[src/rtl/pipeline_pkg.sv]
// Shared constants, next-PC select encoding and PC helpers for the fetch stage.
// Latency: not applicable (declarations only).
// Backpressure: not applicable.
package pipeline_pkg;

   localparam logic [31:0] RST_VEC_DEF = 32'h8000_0000;
   localparam logic [31:0] IRQ_VEC_DEF = 32'h8000_0004;
   localparam logic [31:0] EXC_VEC_DEF = 32'h8000_0008;

   // Next-PC sources, listed from highest to lowest priority
   typedef enum logic [2:0] {
      SEL_EXC  = 3'd0,
      SEL_IRQ  = 3'd1,
      SEL_BR   = 3'd2,
      SEL_JMP  = 3'd3,
      SEL_HOLD = 3'd4,
      SEL_INC  = 3'd5
   } npc_sel_e;

   // Sequential increment never carries into the mode bit
   function automatic logic [31:0] pc_plus4(input logic [31:0] pc);
      return {pc[31], pc[30:0] + 31'd4};
   endfunction

   // User code cannot reach kernel space through a branch or jump;
   // kernel code may leave kernel space (e.g. jr back to the user program)
   function automatic logic [31:0] mode_target(input logic kernel, input logic [31:0] tgt);
      return kernel ? tgt : {1'b0, tgt[30:0]};
   endfunction

endpackage

[src/rtl/pipeline_npc_sel.sv]
// Combinational next-PC priority mux with squash and return-address controls.
// Latency: zero (pure combinational; the caller registers the selected PC).
// Backpressure: stall holds the PC and bubbles EX unless a redirect outranks it.
module pipeline_npc_sel
   import pipeline_pkg::*;
#(
   parameter logic [31:0] IRQ_VEC = IRQ_VEC_DEF,
   parameter logic [31:0] EXC_VEC = EXC_VEC_DEF
) (
   input  logic [31:0] pc,
   input  logic        kernel,
   input  logic        irq_req,
   input  logic        stall,
   input  logic        br_take,
   input  logic [31:0] br_target,
   input  logic        jmp_take,
   input  logic [31:0] jmp_target,
   input  logic        illop,
   input  logic [31:0] ifid_pc4,
   output npc_sel_e    sel,
   output logic [31:0] npc,
   output logic        imem_nop,
   output logic        flush_idex,
   output logic        xadr_we,
   output logic [31:0] xadr
);

   logic irq_ok;

   // An interrupt is taken only in user mode on an otherwise quiet cycle,
   // so no in-flight control transfer is lost behind the vector
   assign irq_ok = irq_req & ~kernel & ~stall & ~br_take & ~jmp_take & ~illop;

   // Fixed-priority source selection
   always_comb begin
      sel = SEL_INC;
      if (illop)         sel = SEL_EXC;
      else if (irq_ok)   sel = SEL_IRQ;
      else if (br_take)  sel = SEL_BR;
      else if (jmp_take) sel = SEL_JMP;
      else if (stall)    sel = SEL_HOLD;
   end

   // Next PC and pipeline squash controls for the selected source
   always_comb begin
      npc        = pc_plus4(pc);
      imem_nop   = 1'b0;
      flush_idex = 1'b0;
      xadr_we    = 1'b0;
      xadr       = 32'h0;
      case (sel)
         SEL_EXC: begin
            npc        = EXC_VEC;
            imem_nop   = 1'b1;
            flush_idex = 1'b1;
            xadr_we    = 1'b1;
            xadr       = ifid_pc4;
         end
         SEL_IRQ: begin
            // Return to the instruction in ID, which never executes
            npc        = IRQ_VEC;
            imem_nop   = 1'b1;
            flush_idex = 1'b1;
            xadr_we    = 1'b1;
            xadr       = ifid_pc4 - 32'd4;
         end
         SEL_BR: begin
            npc        = mode_target(kernel, br_target);
            imem_nop   = 1'b1;
            flush_idex = 1'b1;
         end
         SEL_JMP: begin
            // The jump itself is in ID and proceeds into EX
            npc        = mode_target(kernel, jmp_target);
            imem_nop   = 1'b1;
         end
         SEL_HOLD: begin
            npc        = pc;
            flush_idex = 1'b1;
         end
         default: begin
            npc        = pc_plus4(pc);
         end
      endcase
   end

endmodule

[src/rtl/pipeline_fetch_ctrl.sv]
// Fetch-stage PC register, pending-interrupt latch and redirect control.
// Latency: redirect controls combinational in the request cycle; PC updates on the next edge.
// Backpressure: stall holds the PC; reset overrides every input in the same cycle.
module pipeline_fetch_ctrl
   import pipeline_pkg::*;
#(
   parameter int          ADDR_W  = 7,
   parameter logic [31:0] RST_VEC = RST_VEC_DEF,
   parameter logic [31:0] IRQ_VEC = IRQ_VEC_DEF,
   parameter logic [31:0] EXC_VEC = EXC_VEC_DEF
) (
   input  logic              clk,
   input  logic              reset,
   input  logic              stall,
   input  logic              br_take,
   input  logic [31:0]       br_target,
   input  logic              jmp_take,
   input  logic [31:0]       jmp_target,
   input  logic              irq,
   input  logic              illop,
   input  logic [31:0]       ifid_pc4,
   output logic [31:0]       pc,
   output logic [ADDR_W-1:0] imem_addr,
   output logic              imem_nop,
   output logic              flush_idex,
   output logic              xadr_we,
   output logic [31:0]       xadr,
   output logic              kernel
);

   logic [31:0] pc_q, pc_d;
   logic        irq_pend_q, irq_pend_d;
   logic        irq_req;
   npc_sel_e    sel;
   logic [31:0] npc;
   logic        nop_raw, flush_raw, xadr_we_raw;
   logic [31:0] xadr_raw;

   assign kernel    = pc_q[31];
   assign pc        = pc_q;
   assign imem_addr = pc_q[ADDR_W+1:2];

   // A fresh request can be serviced in the cycle it arrives
   assign irq_req = irq | irq_pend_q;

   pipeline_npc_sel #(
      .IRQ_VEC (IRQ_VEC),
      .EXC_VEC (EXC_VEC)
   ) u_npc_sel (
      .pc         (pc_q),
      .kernel     (kernel),
      .irq_req    (irq_req),
      .stall      (stall),
      .br_take    (br_take),
      .br_target  (br_target),
      .jmp_take   (jmp_take),
      .jmp_target (jmp_target),
      .illop      (illop),
      .ifid_pc4   (ifid_pc4),
      .sel        (sel),
      .npc        (npc),
      .imem_nop   (nop_raw),
      .flush_idex (flush_raw),
      .xadr_we    (xadr_we_raw),
      .xadr       (xadr_raw)
   );

   // Reset masks any redirect requested in the same cycle
   always_comb begin
      imem_nop   = nop_raw & ~reset;
      flush_idex = flush_raw & ~reset;
      xadr_we    = xadr_we_raw & ~reset;
      xadr       = reset ? 32'h0 : xadr_raw;
   end

   // Next-state for PC and the interrupt latch (held until serviced)
   always_comb begin
      pc_d       = npc;
      irq_pend_d = irq_req & (sel != SEL_IRQ);
   end

   // PC and pending-interrupt registers
   always_ff @(posedge clk) begin
      if (reset) begin
         pc_q       <= RST_VEC;
         irq_pend_q <= 1'b0;
      end else begin
         pc_q       <= pc_d;
         irq_pend_q <= irq_pend_d;
      end
   end

endmodule

[config.mk]
export PLATFORM = sky130hd
export DESIGN_NAME = pipeline_fetch_ctrl
export DESIGN_NICKNAME = d
export VERILOG_FILES = /design/src/rtl/pipeline_pkg.sv /design/src/rtl/pipeline_npc_sel.sv /design/src/rtl/pipeline_fetch_ctrl.sv
export SDC_FILE = /design/constraint.sdc
export NUM_CORES = 1
export LEC_CHECK = 0
export CAP_MARGIN = 20
export CORE_MARGIN = 1
export CORE_UTILIZATION = 29
export DETAILED_ROUTE_END_ITERATION = 16
export GPL_ROUTABILITY_DRIVEN = 1
export GPL_TIMING_DRIVEN = 0
export HOLD_SLACK_MARGIN = 0.03
export PLACE_DENSITY = 0.66
export REMOVE_ABC_BUFFERS = 1
export SLEW_MARGIN = 5
export SYNTH_ARGS = -nofsm -noshare
export SYNTH_HDL_FRONTEND = slang
export SYNTH_SLANG_ARGS = --single-unit
export TNS_END_PERCENT = 50
[constraint.sdc]
create_clock -name clk -period 1.79 [get_ports clk]
set_input_delay 0.2685 -clock clk [delete_from_list [all_inputs] [get_ports clk]]
set_output_delay 0.2685 -clock clk [all_outputs]
set_load 0.02 [all_outputs]
==> run summary <==
Antenna Cells: 0
CP most frequent cell: buf_4
first-pass iteration count of the detailed router: 7
syn avg cell area: 6.93 sq um
CP Max Fanout: 4
clock slew seen by the registers of the worst setup and hold paths: 0.07 ns
switching share of power: 34.4%
Hold-fix buffers, CTS: 0
post-synthesis sequential area ratio: 20.8%
Hold Path Depth: 2
PD cells: 382 nW/um^2
ys flop type: dfxtp_1
CTS root buffer: clkbuf_8
ANT nets after route: 0
Core Area: 10500 sq um
Tmin final: 2.41 ns
critical path arrival: 2.14 ns
final worst slack: -0.620 ns
# rows: 37
number of global-route vias before repair: 4570
Post-synth EDFFs: 0
DIE AREA: 11400 sq um
Finish-stage setup viols: 32
Mapped Area: 3180 sq um
TritonCTS clock tree: yes
Reg power frac: 36.4%
DP Area: 4930 sq um
starting density of the core: 30.4%
Synth Instances: 459
Leakage: 2.25 nW
Psw: 0.000776 W
initial antenna violation count: 0
Final Hold Vio Count: 0
total grt overflow: 0
Vias: 4600
Critical Path Stages: 8
GPL Wtd Cong: 0.872
DP HPWL: 9.82 mm
clock insertion delay at the later pin of the skew report: 0.28 ns
Final Cycle Share: 135%
layout cells sized above 1: 33.2%
dpl ws: -2.31 ns
Final Cell Area: 5910 sq um
leading cell types in the layout, fill and taps excluded: clkdlybuf4s50_1 (112), buf_4 (73), nor2_1 (35), o21ai_0 (25), a21oi_1 (25)
first-pass GRT wire length: 21.9 mm
cell family with most CP delay: simple AND/OR/NAND/NOR gates
failing checks: negative setup slack
final core utilization: 56.5%
Slew Viols, Final: 0
vias per cell: 5.72
worst-margin pin slew: 0.839 ns
drt first-iter violations: 242
Worst slew margin: 44.0%
WHS: 0.337 ns
Die X: 107 microns
post-synth cell types: 60
GRT Util Overall: 23.6%
Worst path slowest cell: or4_4
Worst EP required: 1.52 ns
Hold Path Class: input port to register
Crit path buffers/inverters: 3
Area Overhead vs Synth: 85.8%
Internal Power: 0.00148 W
FF-to-FF path depth: 6
Worst path max stage delay: 0.57 ns
Gate power share: 39.7%
Routed wire per std cell: 18.0 microns
PortBufs: 177
worst path cell trace: buf_6, or4_4, nor4_4, buf_4, nand2_4, o311ai_4, o41ai_2, buf_4
Worst Setup Path Type: input port to output port
Clock Sinks: 33
largest net degree at the start of global routing: 43
Clock Path Buffers: 2
worst vdd ir: 0.000292 V
asr flop ratio synth: 0%
Die Ht: 107 microns
Worst Setup End Kind: output port
status: finished, violations left
total CTS buffers: 5
Max-Cap Viols: 0
RSZ-0062 raised after global routing: true
synth warn: 0
# nets final: 774
Power, Total: 0.00226 W
Clk pwr share: 23.9%
Remaining DRCs: 0
Startpoint Class: input port
Ports: 178
Achievable Freq: 415 MHz
H-tree lvl count: 2
commonest non-fill, non-tap cell in the layout: clkdlybuf4s50_1
Clock Skew: 0.00460 ns
#FFs+latches synth: 33
WL final: 14.5 mm
[timing repair]
| item | 4_1_cts | 5_1_grt |
|---|---|---|
| resized for setup | 350 | 96 |
| endpoints found under the setup margin | 68 | 60 |
| pin swaps | 34 | 25 |
| setup buffers | 45 | 19 |
| cloned | 1 | 0 |
[worst register-to-register path: cells and delay by family, from the launching register on]
kind	cells	cell delay [ns]
flip-flops	1	0.37
AND/OR/NAND/NOR	4	0.94
AO/OA/AOI/OAI	1	0.34
adder cells (fa/ha/maj)	1	0.15
[power groups by stage]
stage	Clock [W]	Sequential (W)	Combinational, W
after floorplan	0	0.000878	0.000256
after global placement	0	0.000834	0.000803
after detailed placement	0	0.000835	0.000810
after CTS	0.000543	0.000820	0.000848
after global routing	0.000571	0.000828	0.000960
final	0.000540	0.000823	0.000897
[cell families after synthesis]
kind of cell,count (synthesis),synth area share [%]
xor gates and xnor gates,8,2.20
AOI/OAI and AO/OA,171,35.0
buffers and inverters,48,7.12
and+or+nand+nor,194,33.2
DFF,33,20.8
muxes,3,0.944
adders and majority gates,2,0.787
[layer usage]
layer / global-route usage, % / vias up / routed length [microns]
met1: 30.3 / 2199 / 6050
met5: 0 / - / 0
met3: 3.34 / 18 / 912
li1: - / 2198 / -
met4: 7.44 / 0 / 235
met2: 40.4 / 185 / 7260
[stage by stage]
step           std cells  TNS [ns]
6_report             804    -11.37
5_1_grt              804    -13.41
4_1_cts              785    -16.32
3_5_place_dp         733   -109.03
3_3_place_gp         733   -122.14
2_1_floorplan        420    -15.71
[area by class of cell]
| class | count | area [sq um] |
|---|---|---|
| multi-input cells | 378 | 2800 |
| fillers | 1046 | 4550 |
| repair buffers | 242 | 2160 |
| well taps | 136 | 170 |
| flip-flops and latches | 33 | 682 |
| clock buffers | 5 | 68.8 |
| inverters | 9 | 33.8 |
| clock inverters | 1 | 5.00 |
[worst paths after layout]
kind                             startpoint    endpoint  slack (ns)
worst max-delay path            ifid_pc4[8]    xadr[21]       -0.62
worst min-delay path                  reset      pc[29]        0.34
worst max register to register        pc[3]      pc[14]       -0.15
worst min register to register   irq_pend_q  irq_pend_q        0.49
[state kept, by name, indices dropped and copies added (netlist names)]
name	cells
irq_pend_q	1
pc	32
[Yosys cell counts, types with 9 or more instances]
cell	number	area, sq um
buf_4	9	67.6
nor3_1	23	115
a21oi_1	31	155
a22oi_1	21	158
nor4_1	10	62.6
nand2_1	33	124
o22ai_1	10	62.6
dfxtp_1	33	661
inv_1	9	33.8
or3_1	11	68.8
nand3_1	20	100
clkbuf_1	25	93.8
a31oi_1	13	81.3
nor2_1	42	158
o21ai_0	44	220
nand4_1	10	62.6
o31ai_1	9	67.6
No activity file was read; power rests on OpenSTA's default activity.
